==> src/rtl/mux_arbiter.sv <==
// mux_arbiter: two-requester round-robin arbiter owning the select line of a
// shared 2:1 word mux in front of a single valid/ready sink. Requesters take
// turns; an owner keeps the grant for at most MAX_HOLD accepted beats while
// the other side is waiting, and hands over with no idle bubble in that case.
module mux_arbiter #(
    parameter int WIDTH    = 16,
    parameter int MAX_HOLD = 4
) (
    input  logic             clock,
    input  logic             reset_n,
    input  logic             a_valid,
    input  logic [WIDTH-1:0] a_data,
    output logic             a_ready,
    input  logic             b_valid,
    input  logic [WIDTH-1:0] b_data,
    output logic             b_ready,
    output logic             out_valid,
    output logic [WIDTH-1:0] out_data,
    input  logic             out_ready,
    output logic             sel,
    output logic             busy
);

    // Beat counter wide enough to hold 0..MAX_HOLD.
    localparam int CW = $clog2(MAX_HOLD + 1);

    // Counter value seen on the last beat a grant may take while contended.
    localparam logic [CW-1:0] HOLD_LAST = CW'(MAX_HOLD - 1);

    typedef enum logic [1:0] {
        IDLE    = 2'd0,
        GRANT_A = 2'd1,
        GRANT_B = 2'd2
    } state_t;

    state_t          state_r;
    state_t          state_s;
    logic            sel_r;
    logic            sel_s;
    logic            last_r;       // 0 = A was granted last, 1 = B
    logic            last_s;
    logic [CW-1:0]   count_r;
    logic [CW-1:0]   count_s;

    // Grant-entry request produced by the decode below; applied in one place
    // so that entering a grant always loads sel/last/count consistently.
    logic            enter_s;
    logic            enter_b_s;    // side being granted: 0 = A, 1 = B

    logic            out_valid_s;
    logic            a_ready_s;
    logic            b_ready_s;

    // State, select, last-winner and beat-count registers.
    always_ff @(posedge clock or negedge reset_n) begin
        if (!reset_n) begin
            state_r <= IDLE;
            sel_r   <= 1'b0;
            last_r  <= 1'b1;       // pretend B went last so A wins the first tie
            count_r <= '0;
        end else begin
            state_r <= state_s;
            sel_r   <= sel_s;
            last_r  <= last_s;
            count_r <= count_s;
        end
    end

    // Next-state decode and handshake outputs for the current owner.
    always_comb begin
        state_s     = state_r;
        sel_s       = sel_r;
        last_s      = last_r;
        count_s     = count_r;
        enter_s     = 1'b0;
        enter_b_s   = 1'b0;
        out_valid_s = 1'b0;
        a_ready_s   = 1'b0;
        b_ready_s   = 1'b0;

        case (state_r)
            IDLE: begin
                if (a_valid && b_valid) begin
                    // Tie: the side that did not go last wins.
                    enter_s   = 1'b1;
                    enter_b_s = ~last_r;
                end else if (a_valid) begin
                    enter_s   = 1'b1;
                    enter_b_s = 1'b0;
                end else if (b_valid) begin
                    enter_s   = 1'b1;
                    enter_b_s = 1'b1;
                end else begin
                    state_s = IDLE;
                end
            end

            GRANT_A: begin
                out_valid_s = a_valid;
                a_ready_s   = out_ready && a_valid;
                if (!a_valid) begin
                    // Owner has nothing to offer: hand over or go idle.
                    if (b_valid) begin
                        enter_s   = 1'b1;
                        enter_b_s = 1'b1;
                    end else begin
                        state_s = IDLE;
                    end
                end else if (out_ready) begin
                    if (count_r == HOLD_LAST) begin
                        // Burst limit reached on this beat.
                        if (b_valid) begin
                            enter_s   = 1'b1;
                            enter_b_s = 1'b1;
                        end else begin
                            count_s = '0;
                        end
                    end else begin
                        count_s = count_r + CW'(1);
                    end
                end else begin
                    // Word offered but not accepted: keep it, change nothing.
                    state_s = GRANT_A;
                end
            end

            GRANT_B: begin
                out_valid_s = b_valid;
                b_ready_s   = out_ready && b_valid;
                if (!b_valid) begin
                    if (a_valid) begin
                        enter_s   = 1'b1;
                        enter_b_s = 1'b0;
                    end else begin
                        state_s = IDLE;
                    end
                end else if (out_ready) begin
                    if (count_r == HOLD_LAST) begin
                        if (a_valid) begin
                            enter_s   = 1'b1;
                            enter_b_s = 1'b0;
                        end else begin
                            count_s = '0;
                        end
                    end else begin
                        count_s = count_r + CW'(1);
                    end
                end else begin
                    state_s = GRANT_B;
                end
            end

            default: begin
                state_s = IDLE;
            end
        endcase

        if (enter_s) begin
            state_s = enter_b_s ? GRANT_B : GRANT_A;
            sel_s   = enter_b_s;
            last_s  = enter_b_s;
            count_s = '0;
        end else begin
            enter_b_s = enter_b_s;
        end
    end

    // Handshake outputs follow the owner's valid and the sink's ready.
    assign out_valid = out_valid_s;
    assign a_ready   = a_ready_s;
    assign b_ready   = b_ready_s;

    // Select is a register; the data path is the plain 2:1 mux behind it.
    assign sel      = sel_r;
    assign out_data = sel_r ? b_data : a_data;
    assign busy     = (state_r != IDLE);

endmodule

==> config.mk <==
export PLATFORM = sky130hd
export DESIGN_NAME = mux_arbiter
export DESIGN_NICKNAME = d
export VERILOG_FILES = /design/src/rtl/mux_arbiter.sv
export SDC_FILE = /design/constraint.sdc
export NUM_CORES = 1
export LEC_CHECK = 0
export ABC_AREA = 1
export BUFFER_PORTS_ARGS = -buffer_cell sky130_fd_sc_hd__buf_2
export CORE_MARGIN = 5
export CORE_UTILIZATION = 41
export CTS_CLUSTER_DIAMETER = 150
export CTS_CLUSTER_SIZE = 8
export DETAILED_ROUTE_END_ITERATION = 6
export PLACE_DENSITY_LB_ADDON = 0.3
export SYNTH_ARGS = -nofsm -noshare
export SYNTH_HDL_FRONTEND = slang
export SYNTH_SLANG_ARGS = --single-unit
==> constraint.sdc <==
create_clock -name clock -period 1.6 [get_ports clock]
set_input_delay 0.08 -clock clock [delete_from_list [all_inputs] [get_ports clock]]
set_output_delay 0.08 -clock clock [all_outputs]
set_load 0.02 [all_outputs]
==> Word level (Yosys, flattened, before mapping) <==
Cells that the tools add are included.
{ "totals": {"regBits": 7, "in_bits": 37, "out_inout_bits": 21, "wordCells": 67} }
{ "op_classes": {"add_sub_neg": 1, "n_eq_ne": 14, "n_mux": 39, "n_bitwise": 1, "n_reduce_logical": 8} }
{ "ops": {"columns": ["operator", "count"], "rows": [
  ["$mux W3", 9],
  ["$mux W2", 10],
  ["$ne A4 B4 Y1 const B", 5],
  ["$ne A3 B3 Y1 const B", 6],
  ["$mux W16", 1],
  ["$mux W1", 14],
  ["$reduce_and A7 Y1", 1],
  ["$pmux W2 S3", 1],
  ["$pmux W3 S2", 1],
  ["$reduce_and A5 Y1", 1],
  ["$pmux W1 S2", 2],
  ["$add A3 B1 Y3 const B", 1],
  ["$eq A3 B2 Y1 const B", 1],
  ["$logic_and A1 B1 Y1", 3],
  ["$pmux W1 S3", 1],
  ["$reduce_bool A3 Y1", 1],
  ["$eq A2 B1 Y1 const B", 1],
  ["$eq A2 B2 Y1 const B", 1],
  ["$logic_not A2 Y1", 1],
  ["$reduce_bool A2 Y1", 1],
  ["$not A1 Y1", 1]
]} }

==> Depth between registers and ports, before layout <==
{ "logic_depth": {"depth_word": 7, "depth_mapped": 10, "ltp_nobuf": 10} }

==> Least setup slack after synthesis <==
No wires, ideal clock.
{ "synth_path": {"path_kind": "register to register", "startpoint": "reg state_r[1]", "endpoint": "reg state_r[0]", "setup_time_ns": 0.117, "t_arrival_ns": 1.492, "t_required_ns": 1.483, "path_slack_ns": -0.009, "path_stages_with_launch": 10, "n_path_buf": 0, "period_less_slack_ns": 1.609, "path_cell_list": "dfrtp_1 inv_1 ha_1 nand2_1 nor2_1 nor3_1 nand2_1 nand2_1 nand2_1 nand2_1"} }
{ "synth_between": {"elab_chain_len": 4, "word_cells_on_any_way": 14, "cone_classes": "7 x eq/ne; 5 x mux; 2 x reduce/logical"} }
{ "synth_rtl": {"columns": ["item", "line_no", "source"], "rows": [
  ["from (decl)", "36", "state_t state_r;"],
  ["from (signal assigned)", "62", "state_r <= state_s;"],
  ["$eq A2 B2 Y1, or another cell as far along", "81", "case (state_r)"],
  ["$pmux W1 S3 or $pmux W1 S2 (tied branches)", "81", null],
  ["$ne A4 B4 Y1 (no source line), or another cell as far along", null, null],
  ["$reduce_and A5 Y1 (no source line) or $mux W2 (tied branches)", null, null]
]} }
Several ways; a longest one is shown, not always the timed one.
A chain may end at the register's enable or synchronous reset.

==> Final worst setup path <==
{ "layout_path": {"startpoint": "reg state_r[0]", "endpoint": "out out_valid"} }
{ "layout_between": {"elab_chain_len": 2, "word_cells_on_any_way": 3, "cone_classes": "2 x eq/ne; 1 x mux"} }
{ "layout_rtl": {"columns": ["item", "line_no", "source"], "rows": [
  ["$eq A2 B2 Y1 or $eq A2 B1 Y1 (tied branches)", "81", null],
  ["$pmux W1 S2 (*)", "81", null],
  ["to (decl)", "17", "output logic out_valid,"]
]} }
Mark *: on every way between the ends. The rest lies on a longest branch, timed or not.

==> key figures <==
STA
  • Pins Over Slew Limit: 0
  • Max Clock Skew: 0.00668 ns
  • Fmax: 0.651 GHz
  • Setup violations, final: 0
  • Slew HR: 69.8%
  • Final Hold Fails: 0
  • RSZ-0062 raised after global routing: yes
  • Tmin final: about 1.5 ns
  • Hold slack: 0.182 ns
  • Worst-Margin Slew: ~0.45 ns
  • Final Cycle Share: 96.0%

Setup path
  • Arr. time, crit path: 1.46 ns
  • Critical Path RT: between 1.5 and 2 ns
  • Critical path class: reg -> out
  • Crit. End Element: primary output
  • CP max FO: 4
  • Crit start category: register

Yosys
  • Post-synthesis mux area share: 0%
  • Simple-Gate Fraction of Synth Area: 51.8%
  • Gate Count Post-Synth: 142
  • Netlist cell types: 25
  • Post-Synth Adder-Cell Area: 7.51%
  • Largest area contributor in the netlist: nand2_1
  • Share of the synthesized area in the top cell type: between 30% and 40%
  • Post-synthesis sequential area ratio: roughly a fifth
  • Post-Syn Area: 833 sq um
  • Synthesized area per cell: ~5.9 sq um
  • Synth top area cells: nand2_1, dfrtp_1, ha_1
  • Synth Register Bits: 7
  • Synth warnings: 0
  • XOR/XNOR Fraction of Synth Area: 0%
  • Post-synthesis compound-gate area fraction: between 9 and 10%
  • Largest family of logic cells by synthesized area: simple AND/OR/NAND/NOR gates
  • Mapped Nets: 184

Placement
  • Dpl cells: 227
  • Post-DP Area: 0.00117 sq mm
  • DP HPWL: 2.07 mm
  • Placer Congestion: about 0.88
  • IO Port Bufs: 57

Cells and area
  • Total Nets Final: 251
  • Cell area after layout: 0.00128 sq mm
  • Final Core Density: around two thirds
  • Ratio of cells with drive above 1 in the final layout: between 40% and 50%
  • ANT cells: 0
  • Cell Count, Final, Fillers Out: 235
  • Area grow syn2layout: 53.3%

Detailed routing
  • Via density per instance: 4.66
  • DR WL/cell: 10.9 um
  • Number of routed nets with antenna violations: 0
  • Vias: between 1000 and 1500
  • DRC: 0
  • WL final: ~2.6 mm
  • Iteration-0 DRC Markers: 28
  • DR pass1 iterations: 4

Pwr
  • Seq pwr share: 16.0%
  • Comb pwr share: about three quarters
  • Total power: 1850 uW
  • Max VDD drop: 0.000916 V
  • Pwr/cell area: 1450 mW/mm^2
  • Clk pwr share: around 8.5%
  • P_sw: 988 uW
  • Leak pwr: 0.000781 uW
  • Net Sw Frac: 53.3%
  • Cell internal pwr: 866 uW

GRT
  • Number of global-route vias before repair: 857
  • Gr usage total: 14.7%
  • First-pass GRT wire length: 3.29 mm
  • Total grt overflow: 0
  • Largest net degree at the start of global routing: 18
  • Antenna violations before repair: 0

CTS
  • CTS Buf Count: 3
  • Bufs on Longest Clock Path: 2
  • Root Buffer: clkbuf_4
  • CTS clk-pin slew, worst paths: 0.05 ns
  • Htree depth: 1
  • CTS tree: yes
  • # clock sinks: 7
  • Clk_lat worst skew: approximately 0.25 ns

Floorplanning
  • Floorplan row count: 16
  • Core area: roughly 0.0019 sq mm
  • Initial Util: ~43%
  • Die Wd: 55.1 um
  • Die Height: 55.1 um
  • Total Die Area: 0.00303 sq mm
  • I/O pins: 58

Outcome
  • Status: finished clean

Flow run
  • Max-cap violations: 0

Worst hold path
  • Worst hold path type: in -> async
## cell type report
| cell class | count | area [sq um] |
|---|---|---|
| fill | 167 | 664 |
| multi-input combinational | 114 | 624 |
| clock buffer | 4 | 26.3 |
| inverter | 18 | 67.6 |
| sequential | 7 | 178 |
| timing repair buffer | 65 | 348 |
| tap | 27 | 33.8 |
## synth_stat cells (all sizes together)
master and count:
nand2 75, inv 17, nand3 12, nor2 7, dfrtp 6, ha 5, o21ai 5, a21oi 4
clkbuf 2, a21boi 1, buf 1, clkinv 1, dfstp 1, nand3b 1, nand4 1, nor3 1
o211ai 1, o21bai 1
## kinds of logic after synthesis
logic type	after synthesis
buffers and inverters	21
flip-flops	7
AO/OA/AOI/OAI	12
AND/OR/NAND/NOR	97
adder cells (fa/ha/maj)	5
## sequential cells by signal, indices dropped and copies added (netlist names)
register  flops
count_r       3
last_r        1
sel           1
state_r       2
## final timing paths
check                      slack [ns]        from  depth (start not counted)          to
setup / recovery                 0.06  state_r[0]                          6   out_valid
hold / removal                   0.18     reset_n                          2  count_r[2]
setup reg to reg                 0.10  state_r[1]                         10  state_r[0]
hold reg to reg                  0.52  count_r[1]                          2  count_r[1]
max in group asynchronous        1.19     reset_n                          2      last_r
min in group clock               0.38     b_valid                          7  state_r[0]
## worst max-delay path, stage by stage (launching register included)
cell      delay, ns
dfrtp_2        0.44
inv_2          0.09
ha_4           0.15
nand2_1        0.09
buf_4          0.16
a21boi_1       0.10
buf_2          0.17
## through the flow
stage	TNS, ns	worst slack, ns
after floorplan	0	0.104
after global placement	0	0.0266
after detailed placement	0	0.00936
after CTS	0	0.0174
after global routing	-0.0380	-0.0258
final	0	0.0648
## layer usage
metal	wire length, um	track usage (%)	share of wire, %	vias up
met5	0	0	0	-
met1	996	16.1	39	475
met4	31	3.24	1.2	0
met2	1270	27.2	49	44
met3	268	5.09	10	4
li1	-	-	-	571
## cells in the final DEF (no fill, tap or decap), types with 3 or more instances in the layout
cell and count:
a21oi_1 3, buf_2 57, buf_4 7, clkbuf_4 3
dfrtp_1 5, inv_1 12, inv_2 5, nand2_1 70
nand2_2 3, nand3_1 8, nand3_2 4, nor2_1 5
o21ai_2 3
## power groups by stage
stage | registers, uW | logic, uW | clock network [uW]
4_1_cts | 286 | 1310 | 162
3_5_place_dp | 290 | 1270 | 0
6_report | 297 | 1400 | 157
2_1_floorplan | 291 | 890 | 0
5_1_grt | 304 | 1540 | 174
3_3_place_gp | 286 | 1230 | 0
## what timing repair did
item                                    in CTS  in global routing
hold buffers                                 1                  0
pin swaps                                    0                  1
endpoints found under the hold margin        7                  0
gates resized for setup                      3                 12
buffers inserted                             1                  2
gates cloned                                 0                  0
endpoints found under the setup margin       1                  9
Power figures use the tool's default switching activity.
